[config.mk]
export PLATFORM = sky130hd
export DESIGN_NAME = frame_arbiter
export DESIGN_NICKNAME = d
export VERILOG_FILES = /design/src/rtl/filter_pkg.sv /design/src/rtl/skid_fifo2.sv /design/src/rtl/frame_arbiter.sv
export SDC_FILE = /design/constraint.sdc
export NUM_CORES = 1
export LEC_CHECK = 0
export ABC_AREA = 1
export CAP_MARGIN = 10
export CORE_MARGIN = 4
export CORE_UTILIZATION = 52
export DETAILED_ROUTE_END_ITERATION = 8
export GPL_ROUTABILITY_DRIVEN = 0
export PLACE_DENSITY = 0.84
export SLEW_MARGIN = 10
export SYNTH_ARGS = -nofsm -noshare
export SYNTH_HDL_FRONTEND = slang
export SYNTH_SLANG_ARGS = --single-unit
[constraint.sdc]
create_clock -name sys_clk -period 2.55 [get_ports sys_clk]
set_input_delay 0.3825 -clock sys_clk [delete_from_list [all_inputs] [get_ports sys_clk]]
set_output_delay 0.3825 -clock sys_clk [all_outputs]
set_load 0.005 [all_outputs]
[src/rtl/filter_pkg.sv]
// -----------------------------------------------------------------------------
// filter_pkg
// Shared definitions for the 9-bit frame word datapath.
//   Word format : bit FRAME_BIT = 1 -> frame byte in bits [7:0]
//                 bit FRAME_BIT = 0 -> gap / terminator word
//   TERM_WORD   : canonical terminator written after every egress frame
//   arb_state_t : frame arbiter states
//   grant_t     : index of the granted receive port (0 or 1)
//   rr_pick     : two-way round-robin choice
// -----------------------------------------------------------------------------
package filter_pkg;

   localparam int                WORD_W    = 9;
   localparam int                FRAME_BIT = 8;
   localparam logic [WORD_W-1:0] TERM_WORD = 9'h000;

   typedef enum logic [1:0] {
      IDLE    = 2'd0,
      FWD     = 2'd1,
      TERM    = 2'd2,
      DISCARD = 2'd3
   } arb_state_t;

   typedef logic grant_t;

   // Both requesting: the port that did not win last time gets the grant.
   // Otherwise the single requester wins.
   function automatic grant_t rr_pick(input logic [1:0] req, input grant_t last);
      if (req == 2'b11) begin
         return ~last;
      end
      return req[1];
   endfunction

endpackage

[src/rtl/skid_fifo2.sv]
// -----------------------------------------------------------------------------
// skid_fifo2
// Two-entry register FIFO for 9-bit words. Push and pop may occur in the same
// cycle; a push into a full FIFO is accepted only when a pop frees an entry.
//   sys_clk   in   clock
//   sys_rst   in   synchronous reset, active low
//   push      in   write push_data
//   push_data in   word to store
//   pop       in   drop the head word (ignored when empty)
//   head      out  oldest word, 0 when empty
//   count     out  number of stored words (0..2)
// -----------------------------------------------------------------------------
module skid_fifo2
   import filter_pkg::*;
(
   input  logic              sys_clk,
   input  logic              sys_rst,
   input  logic              push,
   input  logic [WORD_W-1:0] push_data,
   input  logic              pop,
   output logic [WORD_W-1:0] head,
   output logic [1:0]        count
);

   logic [WORD_W-1:0] word_w [2];
   logic              wr_ptr_reg;
   logic              rd_ptr_reg;
   logic [1:0]        cnt_reg;
   logic              do_push;
   logic              do_pop;

   assign do_pop  = pop & (cnt_reg != 2'd0);
   assign do_push = push & ((cnt_reg != 2'd2) | do_pop);

   genvar gi;
   generate
      for (gi = 0; gi < 2; gi++) begin : g_ent
         logic [WORD_W-1:0] word_reg;

         // Storage needs no reset: an entry is only visible once counted.
         always_ff @(posedge sys_clk) begin
            if (do_push && (wr_ptr_reg == 1'(gi))) begin
               word_reg <= push_data;
            end
         end

         assign word_w[gi] = word_reg;
      end
   endgenerate

   always_ff @(posedge sys_clk) begin
      if (!sys_rst) begin
         wr_ptr_reg <= 1'b0;
         rd_ptr_reg <= 1'b0;
         cnt_reg    <= 2'd0;
      end else begin
         if (do_push) begin
            wr_ptr_reg <= ~wr_ptr_reg;
         end
         if (do_pop) begin
            rd_ptr_reg <= ~rd_ptr_reg;
         end
         cnt_reg <= cnt_reg + {1'b0, do_push} - {1'b0, do_pop};
      end
   end

   assign head  = (cnt_reg == 2'd0) ? '0 : word_w[rd_ptr_reg];
   assign count = cnt_reg;

endmodule

[src/rtl/frame_arbiter.sv]
// -----------------------------------------------------------------------------
// frame_arbiter
// Merges two first-word-fall-through PHY receive FIFOs into one egress FIFO.
// Whole frames are granted round-robin, idle gap words are dropped, frames that
// reach MAX_LEN bytes are cut short (terminator forced, rest of the frame
// dropped), and per-port frame / truncation counters are kept.
//   sys_clk    in   clock
//   sys_rst    in   synchronous reset, active low
//   rd0_en     out  pop PHY0 RX FIFO head
//   rd0_data   in   PHY0 RX FIFO head word
//   rd0_empty  in   PHY0 RX FIFO empty
//   rd1_en     out  pop PHY1 RX FIFO head
//   rd1_data   in   PHY1 RX FIFO head word
//   rd1_empty  in   PHY1 RX FIFO empty
//   wr_en      out  egress FIFO write strobe
//   wr_data    out  egress word (0 when nothing is pending)
//   wr_full    in   egress FIFO full
//   frm_cnt0   out  complete frames forwarded from PHY0
//   frm_cnt1   out  complete frames forwarded from PHY1
//   trunc_cnt  out  frames truncated at MAX_LEN, both ports
// -----------------------------------------------------------------------------
module frame_arbiter
   import filter_pkg::*;
#(
   parameter int MAX_LEN = 1522,
   parameter int LEN_W   = 11,
   parameter int CNT_W   = 16
) (
   input  logic              sys_clk,
   input  logic              sys_rst,
   output logic              rd0_en,
   input  logic [WORD_W-1:0] rd0_data,
   input  logic              rd0_empty,
   output logic              rd1_en,
   input  logic [WORD_W-1:0] rd1_data,
   input  logic              rd1_empty,
   output logic              wr_en,
   output logic [WORD_W-1:0] wr_data,
   input  logic              wr_full,
   output logic [CNT_W-1:0]  frm_cnt0,
   output logic [CNT_W-1:0]  frm_cnt1,
   output logic [CNT_W-1:0]  trunc_cnt
);

   // Per-port views of the receive FIFOs
   logic [WORD_W-1:0] head_w [2];
   logic [1:0]        empty_w;
   logic [1:0]        req_w;
   logic [1:0]        gap_w;

   assign head_w[0] = rd0_data;
   assign head_w[1] = rd1_data;
   assign empty_w   = {rd1_empty, rd0_empty};

   genvar gi;
   generate
      for (gi = 0; gi < 2; gi++) begin : g_port
         assign req_w[gi] = !empty_w[gi] &  head_w[gi][FRAME_BIT];
         assign gap_w[gi] = !empty_w[gi] & !head_w[gi][FRAME_BIT];
      end
   endgenerate

   // State
   arb_state_t          state_reg, state_next;
   grant_t              grant_reg, grant_next;
   grant_t              last_grant_reg, last_grant_next;
   logic [LEN_W-1:0]    len_reg, len_next;
   logic [1:0][CNT_W-1:0] frm_cnt_reg;
   logic [CNT_W-1:0]    trunc_cnt_reg;

   // Combinational controls
   logic [1:0]          rd_en_c;
   logic [1:0]          frm_inc_c;
   logic                trunc_inc_c;
   logic                skid_push_c;
   logic [WORD_W-1:0]   skid_din_c;
   grant_t              other_w;
   grant_t              pick_w;
   logic [LEN_W-1:0]    len_inc_w;

   // Egress skid
   logic [WORD_W-1:0]   skid_head;
   logic [1:0]          skid_cnt;
   logic                space_w;

   skid_fifo2 u_skid (
      .sys_clk   (sys_clk),
      .sys_rst   (sys_rst),
      .push      (skid_push_c),
      .push_data (skid_din_c),
      .pop       (wr_en),
      .head      (skid_head),
      .count     (skid_cnt)
   );

   assign wr_en   = (skid_cnt != 2'd0) & !wr_full;
   assign wr_data = skid_head;
   // A forwarding pop may proceed if an entry is free now or one drains this cycle.
   assign space_w = (skid_cnt != 2'd2) | wr_en;

   assign other_w   = ~grant_reg;
   assign pick_w    = rr_pick(req_w, last_grant_reg);
   assign len_inc_w = len_reg + LEN_W'(1);

   always_comb begin
      state_next      = state_reg;
      grant_next      = grant_reg;
      last_grant_next = last_grant_reg;
      len_next        = len_reg;
      rd_en_c         = 2'b00;
      frm_inc_c       = 2'b00;
      trunc_inc_c     = 1'b0;
      skid_push_c     = 1'b0;
      skid_din_c      = TERM_WORD;

      case (state_reg)
         IDLE: begin
            // Gap words are dropped on both ports; frame bytes wait for a grant.
            rd_en_c = gap_w;
            if (req_w != 2'b00) begin
               state_next      = FWD;
               grant_next      = pick_w;
               last_grant_next = pick_w;
               len_next        = '0;
            end
         end

         FWD: begin
            rd_en_c[other_w] = gap_w[other_w];
            if (!empty_w[grant_reg] && space_w) begin
               rd_en_c[grant_reg] = 1'b1;
               skid_push_c        = 1'b1;
               if (head_w[grant_reg][FRAME_BIT]) begin
                  skid_din_c = head_w[grant_reg];
                  len_next   = len_inc_w;
                  if (len_inc_w == LEN_W'(MAX_LEN)) begin
                     state_next = TERM;
                  end
               end else begin
                  // Incoming terminator is replaced by the canonical one.
                  frm_inc_c[grant_reg] = 1'b1;
                  state_next           = IDLE;
               end
            end
         end

         TERM: begin
            rd_en_c[other_w] = gap_w[other_w];
            if (space_w) begin
               skid_push_c = 1'b1;
               trunc_inc_c = 1'b1;
               state_next  = DISCARD;
            end
         end

         DISCARD: begin
            // Drain the rest of the oversize frame, including its terminator.
            rd_en_c[other_w] = gap_w[other_w];
            if (!empty_w[grant_reg]) begin
               rd_en_c[grant_reg] = 1'b1;
               if (!head_w[grant_reg][FRAME_BIT]) begin
                  state_next = IDLE;
               end
            end
         end

         default: begin
            state_next = IDLE;
         end
      endcase
   end

   // No pops while reset is held so reset cannot swallow FIFO words.
   assign rd0_en = rd_en_c[0] & sys_rst;
   assign rd1_en = rd_en_c[1] & sys_rst;

   always_ff @(posedge sys_clk) begin
      if (!sys_rst) begin
         state_reg      <= IDLE;
         grant_reg      <= 1'b0;
         last_grant_reg <= 1'b1;
         len_reg        <= '0;
         frm_cnt_reg    <= '0;
         trunc_cnt_reg  <= '0;
      end else begin
         state_reg      <= state_next;
         grant_reg      <= grant_next;
         last_grant_reg <= last_grant_next;
         len_reg        <= len_next;
         for (int i = 0; i < 2; i++) begin
            if (frm_inc_c[i]) begin
               frm_cnt_reg[i] <= frm_cnt_reg[i] + CNT_W'(1);
            end
         end
         if (trunc_inc_c) begin
            trunc_cnt_reg <= trunc_cnt_reg + CNT_W'(1);
         end
      end
   end

   assign frm_cnt0  = frm_cnt_reg[0];
   assign frm_cnt1  = frm_cnt_reg[1];
   assign trunc_cnt = trunc_cnt_reg;

endmodule

==> results.toml, run 1 <==
[run_status]
status = "completed"

[drt]
vias = 4229
dr.pass1.iters = 4
wl_microns = 10700
drtAntennaViolNets = 0
wl_per_cell_microns = 13.2
drt_iter0_drc = 117
viasPerCell = 5.25
route.detailed.drc = 0

[place]
portBuffers = 82
placed_cells = 790
hpwl_microns = 7820
dp_slack_ps = -153

[finish]
nets = 730
num-fill-cells = 677
area_growth_pct = 29.8
drive_gt1_frac = 0.108
antenna_cells = 0
fin_cells = 806
largest_reg_flops = 18

[critical_path]
worst_ep_arrival_time_ps = 2040
critical_path.max_fanout = 5
path_cells = "inv_1, ha_2, o21ai_1, a21oi_1, o311ai_2, inv_1, clkdlybuf4s50_1"
path_buf_inv = 3
cpMostUsedCell = "inv_1"
cp.required_ps = 2170
crit_slowest_cell = "clkdlybuf4s50_1"
reg2reg_depth = 7
path_depth = 7
start_kind = "flop"
cpLargestDelayFamily = "buffers and inverters"
slowest_delay_ps = 450
worst_setup_path_end_kind = "primary output"
worstSetupPathType = "reg -> out"

[sta]
drv_slew = 0
max_freq_ghz = 0.412
min_period_ps = 2430
finalWorstSetupSlack_ps = 123
worst_pin_slew_ps = 842
setup_viol = 0
rsz0062_at_grt = "no"
final.setup_skew_ps = 10.7
maxSlewHeadroom = 0.437
final-hold-violation-count = 0
min_period_over_period = 0.952

[pwr]
p_total_mw = 3.56
vdd_ir_drop_max_uv = 338
p_leak_nw = 2.17
power.density_mw_per_mm2 = 627

[floorplanning]
io_pins = 83
die_area_sq_mm = 0.00996
die_y_microns = 99.8
dieWidth_microns = 99.8
core.rowCount = 33
floorplan.initialDensity = 0.533
coreArea_sq_mm = 0.00822

[clock_tree]
cts_tree = "yes"
clockBufferDepth = 2
cts_buffers = 9
hold_buffers = 0
clk_latency_ps = 360
clk_pin_slew_ps = 80
clock-sinks = 85
htree_levels = 3
clockRootBuffer = "clkbuf_8"

[hold_path]
hp-class = "reg -> reg"
min_path_cells = 2

[global_routing]
grt_pass1_vias = 4238
grt_max_degree = 29
grtUsageTotal = 0.221
antenna_found_initial = 0
grt-ovfl-total = 0
grt_pass1_wl_microns = 18100

[synth]
synth_top_cell_by_area = "dfxtp_1"
netlist_area_sq_mm = 0.00438
synth_edf_count = 18
ys_seq_elements = 85
synth_compound_area_frac = 0.134
yosysUniqueCellTypes = 42
yosysSeqAreaShare = 0.429
avgSynthCellArea_sq_um = 7.34
yosys-top-cells-count = "nand2_1, inv_1, dfxtp_1"
synthCells = 597
synth-xor-area-share = 0.0160
synth_top_family_by_area = "simple AND/OR/NAND/NOR gates"
ys.flop_type = "dfxtp_1"
synth.area.mux_share = 0
synth_nets = 631
synth_fa_ha_area_frac = 0.0314
yosysMostFrequentCell = "nand2_1"
netlist.area_leader.share = 0.306
synthTopCellsByArea = "dfxtp_1, nand2_1, edfxtp_1"
synth_warnings = 0
synthSimpleGateAreaFrac = 0.306
postSynth.asyncResetShare = 0

[job]
drv_cap = 0
[cell type report]
cell class	count	area, sq um	area share
Clock inverter	2	36.3	0.00638
Clock buffer	14	193	0.0339
Timing Repair Buffer	102	973	0.171
Sequential cell	85	1890	0.332
Tap cell	105	131	0.0231
Multi-Input combinational cell	420	2170	0.381
Inverter	78	298	0.0524
[report_power, final]
| group | switching [mW] | internal (mW) | leakage, nW | total (mW) |
|---|---|---|---|---|
| clock | 0.475 | 0.588 | 0.119 | 1.06 |
| sequential | 0.0646 | 1.47 | 0.709 | 1.54 |
| combinational | 0.550 | 0.416 | 1.35 | 0.966 |
| total | 1.09 | 2.47 | 2.17 | 3.56 |
[through the flow]
stage / setup TNS (ps) / instance area (sq um) / hold slack, ps / util
floorplan: 0 / 4380 / 441 / -
global placement: -124 / 5420 / 458 / 0.660
detailed placement: -691 / 5420 / 468 / 0.660
CTS: 0 / 5670 / 481 / 0.690
global route: 0 / 5690 / 507 / 0.692
finish: 0 / 5690 / 480 / 0.692
[worst reg2reg max path, stage by stage, from the launching register on]
cell and delay, ps:
dfxtp_2 340, inv_1 100, ha_2 250, inv_2 80
nor2_4 160, buf_4 150, o21ai_0 150, nor2_1 690
[cells in the final DEF, fill, tap and decap left out, drive strengths merged, types with 4 or more instances in the layout]
cell type | netlist | final
nor3b | 7 | 7
ha | 11 | 11
nand2 | 158 | 158
dfxtp | 67 | 67
o21a | 4 | 4
o21ai | 30 | 30
edfxtp | 18 | 18
nor3 | 21 | 21
nor2 | 64 | 64
clkbuf | 9 | 14
clkdlybuf4s50 | 0 | 81
nand3 | 25 | 25
a21oi | 66 | 66
inv | 76 | 77
buf | 5 | 20
nand4 | 10 | 10
xor2 | 6 | 6
[per-layer routing]
metal,global-route usage,vias to the layer above,part of all wire
met5,0,-,0
met4,0.102,0,0.022
met3,0.0535,26,0.056
met2,0.393,96,0.49
met1,0.249,1943,0.43
li1,-,2164,-
[logic make-up (layout without fill, tap and decap cells)]
kind of cell | count (synthesis) | after routing
fa+ha+maj | 11 | 11
buf+inv | 92 | 196
xor+xnor | 8 | 8
simple gates | 290 | 290
compound gates | 111 | 111
flops | 85 | 85
[what timing repair did]
action                                  in CTS  in global routing
resized for setup                           12                  5
pin swaps                                    1                  2
endpoints found under the setup margin       2                  2
setup buffers                                0                  1
gates cloned                                 0                  0
[final timing paths]
kind | end | slack, ps | from
max | rd1_en | 120 | state_reg[0]
min | len_reg[10] | 480 | len_reg[10]
max reg2reg | u_skid.g_ent[1].word_reg[0] | 270 | flop
min reg2reg | len_reg[10] | 480 | len_reg[10]
(Power assumes the default switching activity.)
==> inputs of run 2 (changes only) <==
--- a/config.mk
+++ b/config.mk
@@ -8,10 +8,11 @@
 export ABC_AREA = 1
 export CAP_MARGIN = 10
 export CORE_MARGIN = 4
-export CORE_UTILIZATION = 52
+export CORE_UTILIZATION = 56
 export DETAILED_ROUTE_END_ITERATION = 8
 export GPL_ROUTABILITY_DRIVEN = 0
-export PLACE_DENSITY = 0.84
+export PLACE_DENSITY = 0.89
+export SKIP_CTS_REPAIR_TIMING = 1
 export SLEW_MARGIN = 10
 export SYNTH_ARGS = -nofsm -noshare
 export SYNTH_HDL_FRONTEND = slang
==> constraint.sdc (replaced) <==
create_clock -name sys_clk -period 2.81 [get_ports sys_clk]
set_input_delay 0.4215 -clock sys_clk [delete_from_list [all_inputs] [get_ports sys_clk]]
set_output_delay 0.4215 -clock sys_clk [all_outputs]
set_load 0.005 [all_outputs]
==> results.toml, run 2 (synthesized netlist as in run 1, its figures left out) <==
[sta]
setup_viol = 0
finalSetupTns_ps = 0
min_period_over_period = 0.961
final-hold-violation-count = 0
whs_ps = 480
final.setup_skew_ps = 12.2
rsz0062_at_grt = "no"
maxSlewHeadroom = 0.477
min_period_ps = 2700
worst_pin_slew_ps = 782
max_freq_ghz = 0.370
drv_slew = 0

[global_routing]
grt_pass1_vias = 3984
grt_max_degree = 33
antenna_found_initial = 0
grtUsageTotal = 0.238
grt-ovfl-total = 0
grt_pass1_wl_microns = 17400

[pwr]
vdd_ir_drop_max_uv = 375
power.density_mw_per_mm2 = 567
p_total_mw = 3.14
p_leak_nw = 2.09

[drt]
wl_met3_microns = 707
wl_met2_microns = 5270
drt_iter0_drc = 261
wl_microns = 10900
viasPerCell = 5.43
wl_per_cell_microns = 13.9
vias = 4276
drtAntennaViolNets = 0
highest_layer = "met4"
dr.pass1.iters = 6
drt-met1-wl_microns = 4770
route.detailed.drc = 0

[finish]
mostFrequentLayoutCell = "nand2_1"
drive_gt1_frac = 0.0770
largest_reg_flops = 18
multiInputGateArea_sq_mm = 0.00214
final_cell_mix = "nand2_1, clkdlybuf4s50_1, inv_1"
fin_cells = 787
nets = 717
regArea_sq_mm = 0.00188
antenna_cells = 0
num-fill-cells = 553
utilization = 0.743
area_growth_pct = 26.2

[floorplanning]
core.rowCount = 31
dieWidth_microns = 96.5
coreArea_sq_mm = 0.00745
io_pins = 83
die_y_microns = 96.5
die_area_sq_mm = 0.00931
floorplan.initialDensity = 0.589

[clock_tree]
cts_tree = "yes"
clk_pin_slew_ps = 90
cts_buffers = 9
clock-sinks = 85
htree_levels = 3
clockRootBuffer = "clkbuf_8"
clockBufferDepth = 2
clk_latency_ps = 370

[critical_path]
critical_path.max_fanout = 5
worst_setup_path_end_kind = "primary output"
reg2reg_depth = 6
start_kind = "input pin"
worst_ep_arrival_time_ps = 2280
cp.required_ps = 2390
worstSetupPathType = "in -> out"

[hold_path]
min_path_cells = 2
hp-class = "reg -> reg"

[place]
hpwl_microns = 7890
placed_cells = 771
portBuffers = 82

[run_status]
status = "completed"

[job]
drv_cap = 0
run 2: per-layer routing:
layer  GRT usage  vias to the layer above
li1            -                     2125
met1       0.294                     1982
met3      0.0442                       21
met5           0                        -
met4       0.105                        0
met2       0.403                      148
run 2: area by class of cell:
class                           count  area share
Inverter                           78      0.0538
Sequential cell                    85       0.340
Timing Repair Buffer               89       0.158
Multi-Input combinational cell    420       0.386
Clock inverter                      4     0.00927
Clock buffer                       12      0.0301
Tap cell                           99      0.0224
run 2: worst max-delay path: stages:
cell and delay, ps:
clkdlybuf4s50_1 510, nand3_1 210, nand2_2 170, nor2_4 70, o311ai_1 330, inv_1 100, clkdlybuf4s50_1 460
run 2: power by group:
group          leakage [nW]  switching, mW  internal, mW
sequential            0.707         0.0725          1.33
combinational          1.27          0.467         0.329
clock                 0.113          0.448         0.492
total                  2.09          0.987          2.15
run 2: path summary, 6_finish.rpt:
path / from / to / slack, ps
setup reg to reg: flop / u_skid.g_ent[1].word_reg[0] / 550
hold / removal: len_reg[10] / len_reg[10] / 480
setup / recovery: wr_full / rd0_en / 110
hold reg to reg: len_reg[10] / len_reg[10] / 480
run 2: metrics by stage:
stage	setup slack, ps	area, sq um
after floorplan	954	4380
after global placement	199	5310
after detailed placement	129	5310
after CTS	-84.1	5530
after global routing	13.1	5530
final	110	5530
==> inputs of run 3 (changes only) <==
--- a/config.mk
+++ b/config.mk
@@ -6,12 +6,13 @@
 export NUM_CORES = 1
 export LEC_CHECK = 0
 export ABC_AREA = 1
-export CAP_MARGIN = 10
+export CAP_MARGIN = 20
 export CORE_MARGIN = 4
-export CORE_UTILIZATION = 56
+export CORE_UTILIZATION = 58
+export CTS_BUF_LIST = sky130_fd_sc_hd__clkbuf_8
 export DETAILED_ROUTE_END_ITERATION = 8
 export GPL_ROUTABILITY_DRIVEN = 0
-export PLACE_DENSITY = 0.89
+export PLACE_DENSITY = 0.92
 export SKIP_CTS_REPAIR_TIMING = 1
 export SLEW_MARGIN = 10
 export SYNTH_ARGS = -nofsm -noshare
==> constraint.sdc (replaced) <==
create_clock -name sys_clk -period 3.5 [get_ports sys_clk]
set_input_delay 0.525 -clock sys_clk [delete_from_list [all_inputs] [get_ports sys_clk]]
set_output_delay 0.525 -clock sys_clk [all_outputs]
set_load 0.005 [all_outputs]
==> results.toml, run 3 (synthesized netlist as in run 1, its figures left out) <==
[finish]
final_cell_mix = "nand2_1, clkdlybuf4s50_1, inv_1"
largest_reg_flops = 18
mostFrequentLayoutCell = "nand2_1"
final_area_sq_mm = 0.00551
antenna_cells = 0
num-fill-cells = 548
nets = 713
fin_cells = 783
utilization = 0.755
area_growth_pct = 25.6
drive_gt1_frac = 0.0702

[sta]
finalWorstSetupSlack_ps = 575
setup_viol = 0
worst_pin_slew_ps = 779
rsz0062_at_grt = "no"
drv_slew = 0
final-hold-violation-count = 0
min_period_over_period = 0.836
maxSlewHeadroom = 0.479
finalSetupTns_ps = 0
min_period_ps = 2920
max_freq_ghz = 0.342
final.setup_skew_ps = 11.1
whs_ps = 484

[pwr]
p_leak_nw = 2.07
pwr-share-comb = 0.245
vdd_ir_drop_max_uv = 367
p_int_mw = 1.71
power.density_mw_per_mm2 = 456
p_clk_frac = 0.306
power_switching_mw = 0.795
seqPwrFrac = 0.449
p_total_mw = 2.51
p_sw_frac = 0.317

[place]
dp_slack_ps = 688
dpl_cell_area_sq_mm = 0.00528
portBuffers = 82
placed_cells = 767
hpwl_microns = 7870

[floorplanning]
coreArea_sq_mm = 0.00729
dieWidth_microns = 94.9
io_pins = 83
floorplan.initialDensity = 0.601
die_area_sq_mm = 0.00901
core.rowCount = 31
die_y_microns = 94.9

[critical_path]
worstSetupPathType = "reg -> out"
rr_startpoint = "grant_reg"
path_buf_inv = 3
cpMostUsedCell = "inv_1"
path_depth = 6
rr_endpoint = "u_skid.g_ent[1].word_reg[1]"
critical_path.max_fanout = 15
worst_setup_path_end_kind = "primary output"
reg2reg_depth = 6
cpLargestDelayFamily = "buffers and inverters"
slowest_delay_ps = 630
reg2reg_slack_ps = 1180
worst_ep_arrival_time_ps = 2400
start_kind = "flop"
crit_slowest_cell = "dfxtp_1"
cp.required_ps = 2970
path_cells = "inv_1, o21ai_0, a21oi_1, o311ai_0, inv_1, clkdlybuf4s50_1"

[drt]
viasPerCell = 5.47
drtAntennaViolNets = 0
vias = 4281
route.detailed.drc = 0
wl_microns = 10900
dr.pass1.iters = 5
drt_iter0_drc = 179
wl_per_cell_microns = 14.0

[hold_path]
hp-start = "len_reg[10]"
min_path_cells = 2
min_to = "len_reg[10]"
hp-class = "reg -> reg"

[global_routing]
grtUsageTotal = 0.250
antenna_found_initial = 0
grt-ovfl-total = 0
grt_pass1_vias = 4155
grt_max_degree = 37
grt_pass1_wl_microns = 17900

[clock_tree]
clockBufferDepth = 2
clk_latency_ps = 360
clock-sinks = 85
cts_tree = "yes"
clockRootBuffer = "clkbuf_8"
cts_buffers = 9
htree_levels = 3
clk_pin_slew_ps = 80

[run_status]
status = "completed"

[job]
drv_cap = 0
-- run 3: power groups by stage --
stage	clock network, mW	registers (mW)	logic [mW]
CTS	0.775	1.13	0.611
floorplan	0	1.12	0.381
global placement	0	1.14	0.569
finish	0.767	1.13	0.615
global route	0.820	1.14	0.680
detailed placement	0	1.15	0.598
-- run 3: metal layers --
| layer | vias to the layer above | GRT usage | routed length, microns | part of all wire |
|---|---|---|---|---|
| li1 | 2110 | - | - | - |
| met1 | 2000 | 0.286 | 4560 | 0.42 |
| met2 | 151 | 0.453 | 5540 | 0.51 |
| met3 | 20 | 0.0550 | 701 | 0.064 |
| met4 | 0 | 0.0938 | 142 | 0.013 |
| met5 | - | 0 | 0 | 0 |
-- run 3: worst min-delay path, stage by stage, from the launching register on --
cell,delay [ps]
dfxtp_1,330
nand2_1,60
a21oi_1,50
-- run 3: worst max-delay path by stage --
stage                                             end  slack [ps]       from
after floorplan           u_skid.g_ent[1].word_reg[0]        1570  rd0_empty
after detailed placement                       rd1_en         690  rd0_empty
after global placement                         rd0_en         690  rd0_empty
after CTS                                      rd1_en         580  grant_reg
final                                          rd1_en         580  grant_reg
after global routing                           rd1_en         370  grant_reg
-- run 3: cell type report --
| class | instances | area (sq um) | share of cell area |
|---|---|---|---|
| inverter | 78 | 298 | 0.0541 |
| tap | 99 | 124 | 0.0225 |
| multi-input combinational | 420 | 2140 | 0.388 |
| clock buffer | 9 | 124 | 0.0225 |
| sequential | 85 | 1880 | 0.342 |
| clock inverter | 7 | 97.6 | 0.0177 |
| timing repair buffer | 85 | 843 | 0.153 |
==> edit 1, RTL diff (config.mk and constraints of run 1) <==
Put a register stage on the outputs `frm_cnt0` and `frm_cnt1`, cleared by the reset. The values now appear one clock later. The other outputs are not delayed to match.
--- a/src/rtl/frame_arbiter.sv
+++ b/src/rtl/frame_arbiter.sv
@@ -198,8 +198,15 @@
       end
    end
 
-   assign frm_cnt0  = frm_cnt_reg[0];
-   assign frm_cnt1  = frm_cnt_reg[1];
+   always_ff @(posedge sys_clk) begin
+      if (!sys_rst) begin
+         frm_cnt0 <= '0;
+         frm_cnt1 <= '0;
+      end else begin
+         frm_cnt0 <= frm_cnt_reg[0];
+         frm_cnt1 <= frm_cnt_reg[1];
+      end
+   end
    assign trunc_cnt = trunc_cnt_reg;
 
 endmodule
Function: changed (Yosys sat finds a counterexample within 4 cycles, from zero or initial values and one cycle with sys_rst low).
==> edit 1 against run 1 <==
Worst hold slack worse by 300 ps; first-iteration DRC count grew 150%; highest routed layer unchanged; count of clock-buffer cells in the layout grew 3; final cell count up 17%; sequential power grew 34%; synthesized cell count up 18%; largest cell class is now flip-flops and latches; area after synthesis is 21% higher; fmax barely moved; worst setup slack worse by 1.9 ps; critical path type unchanged; cell area grew 22%; via count rose by 15%; routed wire length is 18% higher; sequential cell count increased by 32; power rose by 54%.
==> edit 1: results (changes against run 1) <==
Outcome:
- The run finished with clean final reports.

Clocking:
- The number of clock buffers inserted by TritonCTS came to 17 (+8).
- The CTS H-tree depth is 4 (+1).
- The clock edge transition at the registers on the reported setup and hold paths was 60 ps (-20 ps).
- The insertion delay of the later-clocked pin in the worst-skew pair is 520 ps (+160 ps).

Placed design:
- The placed standard-cell area was 6280 µm² (+16%).
- The half-perimeter wire length after detailed placement is 8.62 mm (+10%).
- The post-placement worst setup slack was 31.4 ps (+185 ps).
- The count of input and output buffers is 82 (unchanged).

Logic synthesis:
- The register area share after synthesis is 47.5% (+4.5 points).
- Yosys attributes the largest share of cell area to sky130_fd_sc_hd__dfxtp_1 37%, sky130_fd_sc_hd__nand2_1 13%, sky130_fd_sc_hd__edfxtp_1 10%.
- Counting instances in the post-synthesis netlist gives the leading cell types as 188 x sky130_fd_sc_hd__nand2_1, 110 x sky130_fd_sc_hd__inv_1, 99 x sky130_fd_sc_hd__dfxtp_1, 66 x sky130_fd_sc_hd__a21oi_1, 47 x sky130_fd_sc_hd__nor2_1.
- The number of nets produced by synthesis came to 739 (+17%).
- The number of distinct standard cells referenced by the synthesized netlist was 41 (-2.4%).

Route:
- The final routed wirelength across all metal layers was 12.6 mm (+18%).
- The number of vias in the routed layout came to 4857 (+15%).
- The detailed router's first-iteration violation count is 288 (+150%).

Global route:
- The largest net degree at the start of global routing is 42 (+45%).
- The wire length of the first global-routing pass is 20.8 mm (+15%).
- The global-route usage over all layers is 22.0% (-0.094 points).
- The number of global-route vias before repair was 4692 (+11%).

Power and ir drop:
- The static leakage power is 2.94 nW (+35%).
- The highest ir drop seen on vdd came to 0.408 mV (+21%).
- The internal power is 4.01 mW (+62%).

Cells and area:
- The number of nets at the end of the flow came to 829 (+14%).
- The filler cell count in the final layout is 694 (+2.5%).
- The share of cells above drive strength 1 is 9.41% (-1.4 points).
- The post-synthesis to final-layout area growth is 30.5%.
- The number of flip-flops in the largest register was 32 (+14).

Setup path:
- The largest stage delay on the critical path is 370 ps (-80 ps).
- The worst-path cell with the longest stage delay is sky130_fd_sc_hd__dfxtp_4.
- The worst-case reg-to-reg path depth is 10 (+3).

Timing:
- The worst clock skew on the final layout is 5.81 ps (-4.94 ps).
- The transition time at the pin with the least slew margin is 1100 ps (+261 ps).
edit 1: cell types whose count changed after synthesis, sizes merged, moves of 6 or more:
cell	delta
nand2	+35
dfxtp	+32
inv	+38
nand3	+11
nor2	-9
clkbuf	+6
edit 1: cell families (layout without fill, tap and decap cells):
group | after synthesis | after routing | share of synthesized area [%]
AO/OA/AOI/OAI | 111 | 111 | 11.2
buffers and inverters | 136 | 239 | 9.67
AND/OR/NAND/NOR | 324 | 324 | 28.1
XOR/XNOR | 6 | 6 | 0.989
adder cells (fa/ha/maj) | 11 | 11 | 2.59
flip-flops | 117 | 117 | 47.5
edit 1: path summary, 6_finish.rpt:
check	to	slack [ps]
hold reg to reg	frm_cnt1[6]	440
hold / removal	frm_cnt0[3]	180
setup reg to reg	u_skid.count[1]	280
setup / recovery	rd1_en	120
edit 1: cell type report:
cell class / count / area share [%]
inverter: 119 / 6.51
multi-input combinational: 452 / 33.0
clock buffer: 17 / 5.97
tap: 133 / 2.40
clock inverter: 15 / 3.30
sequential: 117 / 36.5
timing repair buffer: 88 / 12.4
edit 1: repair_timing:
action,4_1_cts,5_1_grt
pin swaps,1,0
gates resized for setup,10,3
setup endpoints to repair,2,10
edit 1: routing by layer:
layer | vias to the layer above | share of wire (%) | wire, µm | global-route usage [%]
li1 | 2442 | - | - | -
met2 | 156 | 52 | 6570 | 39.4
met4 | 0 | 2.5 | 318 | 10.9
met1 | 2225 | 40 | 5060 | 24.5
met3 | 34 | 5.0 | 629 | 4.85
met5 | - | 0 | 0 | 0
edit 1: critical path: cells and delay by family (launching register included):
family                     cells  cell delay [ps]
adders and majority gates      1              220
buffers and inverters          3              410
AOI/OAI and AO/OA              3              530
DFF                            1              370
edit 1: through the flow:
step	std cells	total power [mW]
final	941	5.48
after CTS	941	5.47
after floorplan	705	2.57
after global routing	941	5.68
after detailed placement	909	2.90
after global placement	909	2.86
edit 1: power by group through the flow:
stage / sequential (mW) / combinational (mW) / clock (mW)
6_report: 2.07 / 0.838 / 2.57
3_3_place_gp: 2.08 / 0.780 / 0
4_1_cts: 2.06 / 0.835 / 2.58
3_5_place_dp: 2.09 / 0.815 / 0
2_1_floorplan: 2.06 / 0.513 / 0
5_1_grt: 2.08 / 0.938 / 2.67
==> edit 2, RTL diff (flow settings as in run 1) <==
Made on the original files. The parameter `LEN_W` goes from 11 to 22.
--- a/src/rtl/frame_arbiter.sv
+++ b/src/rtl/frame_arbiter.sv
@@ -23,7 +23,7 @@
    import filter_pkg::*;
 #(
    parameter int MAX_LEN = 1522,
-   parameter int LEN_W   = 11,
+   parameter int LEN_W   = 22,
    parameter int CNT_W   = 16
 ) (
    input  logic              sys_clk,
Formal check against the unedited RTL: same outputs for any inputs over 4 cycles, from zero or initial values and one cycle with sys_rst low; that may be too few to reach the edited logic, so the function may still have changed.
==> edit 2 against run 1 <==
Sequential cell count grew 11; power is 2.2% higher; non-clock buffer count shrank 14; routed wire length increased by 14%; register-to-register slack worse by 40 ps; area after synthesis up 17%; clock power shrank 14%; worst setup slack worse by 21 ps; cell area up 11%; die area up 16%; global-route usage decreased by 0.30 points; critical path type unchanged; highest routed layer unchanged.
==> edit 2: results (changes against run 1) <==
Logic synthesis:
- The number of nets produced by synthesis is 760 (+20%).
- Yosys attributes the largest share of cell area to sky130_fd_sc_hd__dfxtp_1 30%, sky130_fd_sc_hd__nand2_1 13%, sky130_fd_sc_hd__edfxtp_1 11%.
- The number of distinct standard cells referenced by the synthesized netlist is 40 (-4.8%).
- The register area share after synthesis was 40.9% (-2.0 points).
- The area of the mapped netlist is 5130 µm² (+17%).

Cells and area:
- The share of final layout cell area taken by non-clock buffers was 13.8% (-3.4 points).
- The number of flip-flops in the largest register was 22 (+4).
- The filler cell count in the final layout is 828 (+22%).
- The number of multi-input combinational cells in the layout is 514 (+22%).
- The area of combinational cells with multiple inputs was 2610 µm² (+20%).
- The clock buffer and inverter area fraction after layout was 2.72% (-1.3 points).
- The number of nets at the end of the flow came to 843 (+15%).
- The post-synthesis to final-layout area growth is 22.5%.
- The count of clock-net buffers in the final layout was 11 (-3).
- The footprint of the flip-flops and latches came to 2110 µm² (+12%).
- The count of plain and timing-repair buffers in the layout came to 88 (-14%).
- The final sequential cell count is 96 (+13%).
- The share of cells above drive strength 1 is 9.21% (-1.6 points).
- The count of non-CTS inverters in the layout is 100 (+28%).

Power and ir drop:
- The fraction of power consumed by the clock network was 24.9% (-4.9 points).
- The combinational power share is 28.1% (+1.0 points).
- The highest ir drop seen on vdd is 0.336 mV (-0.55%).
- The total net switching power is 1.22 mW (+12%).
- The static leakage power is 2.28 nW (+4.7%).
- The switching portion of total power is 33.6% (+3.0 points).

Placed design:
- The post-placement worst setup slack is -0.898 ps (+153 ps).
- The placed standard-cell area is 6100 µm² (+13%).

Global route:
- The largest net degree at the start of global routing is 41 (+41%).
- The wire length of the first global-routing pass is 20.9 mm (+15%).
- The number of global-route vias before repair came to 4841 (+14%).
- The global-route usage over all layers is 21.8% (-0.30 points).

Timing:
- The transition time at the pin with the least slew margin was 790 ps (-52.0 ps).
- The worst clock skew on the final layout is 12.8 ps (+2.09 ps).

Route:
- The detailed-router iteration count before antenna repair is 8 (+4).
- The final routed wirelength across all metal layers came to 12.1 mm (+14%).
- The detailed router's first-iteration violation count is 336 (+190%).
- The number of vias in the routed layout is 4974 (+18%).

Outcome:
- The run finished with clean final reports.

Clocking:
- The tree is rooted in a sky130_fd_sc_hd__clkbuf_8.
-- edit 2: per-layer routing --
metal	share of wire (%)	global-route usage, %	wire length [µm]
met1	43	26.5	5250
met2	48	37.1	5870
met3	6.7	5.94	815
met4	1.6	7.84	194
met5	0	0	0
-- edit 2: timing repair --
item / CTS / global route
gates resized for setup: 0 / 8
endpoints found under the setup margin: 0 / 3
hold buffers: 0 / 0
-- edit 2: final timing paths --
kind              cells past startpoint  slack (ps)      endpoint    startpoint
setup reg to reg                     14         230  state_reg[0]    len_reg[0]
setup / recovery                      9         100        rd0_en  state_reg[0]
hold reg to reg                       2         480   frm_cnt1[4]   frm_cnt1[4]
hold / removal                        2         480   frm_cnt1[4]   frm_cnt1[4]
-- edit 2: critical path, stage by stage (launching register included) --
cell,delay [ps]
sky130_fd_sc_hd__dfxtp_4,370
sky130_fd_sc_hd__inv_1,110
sky130_fd_sc_hd__ha_2,210
sky130_fd_sc_hd__inv_1,80
sky130_fd_sc_hd__a21oi_1,150
sky130_fd_sc_hd__o21ai_0,90
sky130_fd_sc_hd__nand3_1,70
sky130_fd_sc_hd__nand3_1,70
sky130_fd_sc_hd__inv_1,60
sky130_fd_sc_hd__clkdlybuf4s50_1,490
-- edit 2: cells by family (layout without fill, tap and decap cells) --
| logic type | count (synthesis) | in the layout | share of synthesized area, % |
|---|---|---|---|
| compound gates | 129 | 129 | 13.2 |
| buf+inv | 116 | 204 | 8.67 |
| fa+ha+maj | 11 | 11 | 2.68 |
| xor+xnor | 6 | 6 | 1.02 |
| simple gates | 368 | 368 | 33.5 |
| flops | 96 | 96 | 40.9 |
-- edit 2: stage by stage --
step / setup TNS (ps) / instances
after floorplan: 0 / 726
after global placement: 0 / 931
after detailed placement: -5.47 / 931
after CTS: 0 / 947
after global routing: 0 / 947
final: 0 / 947
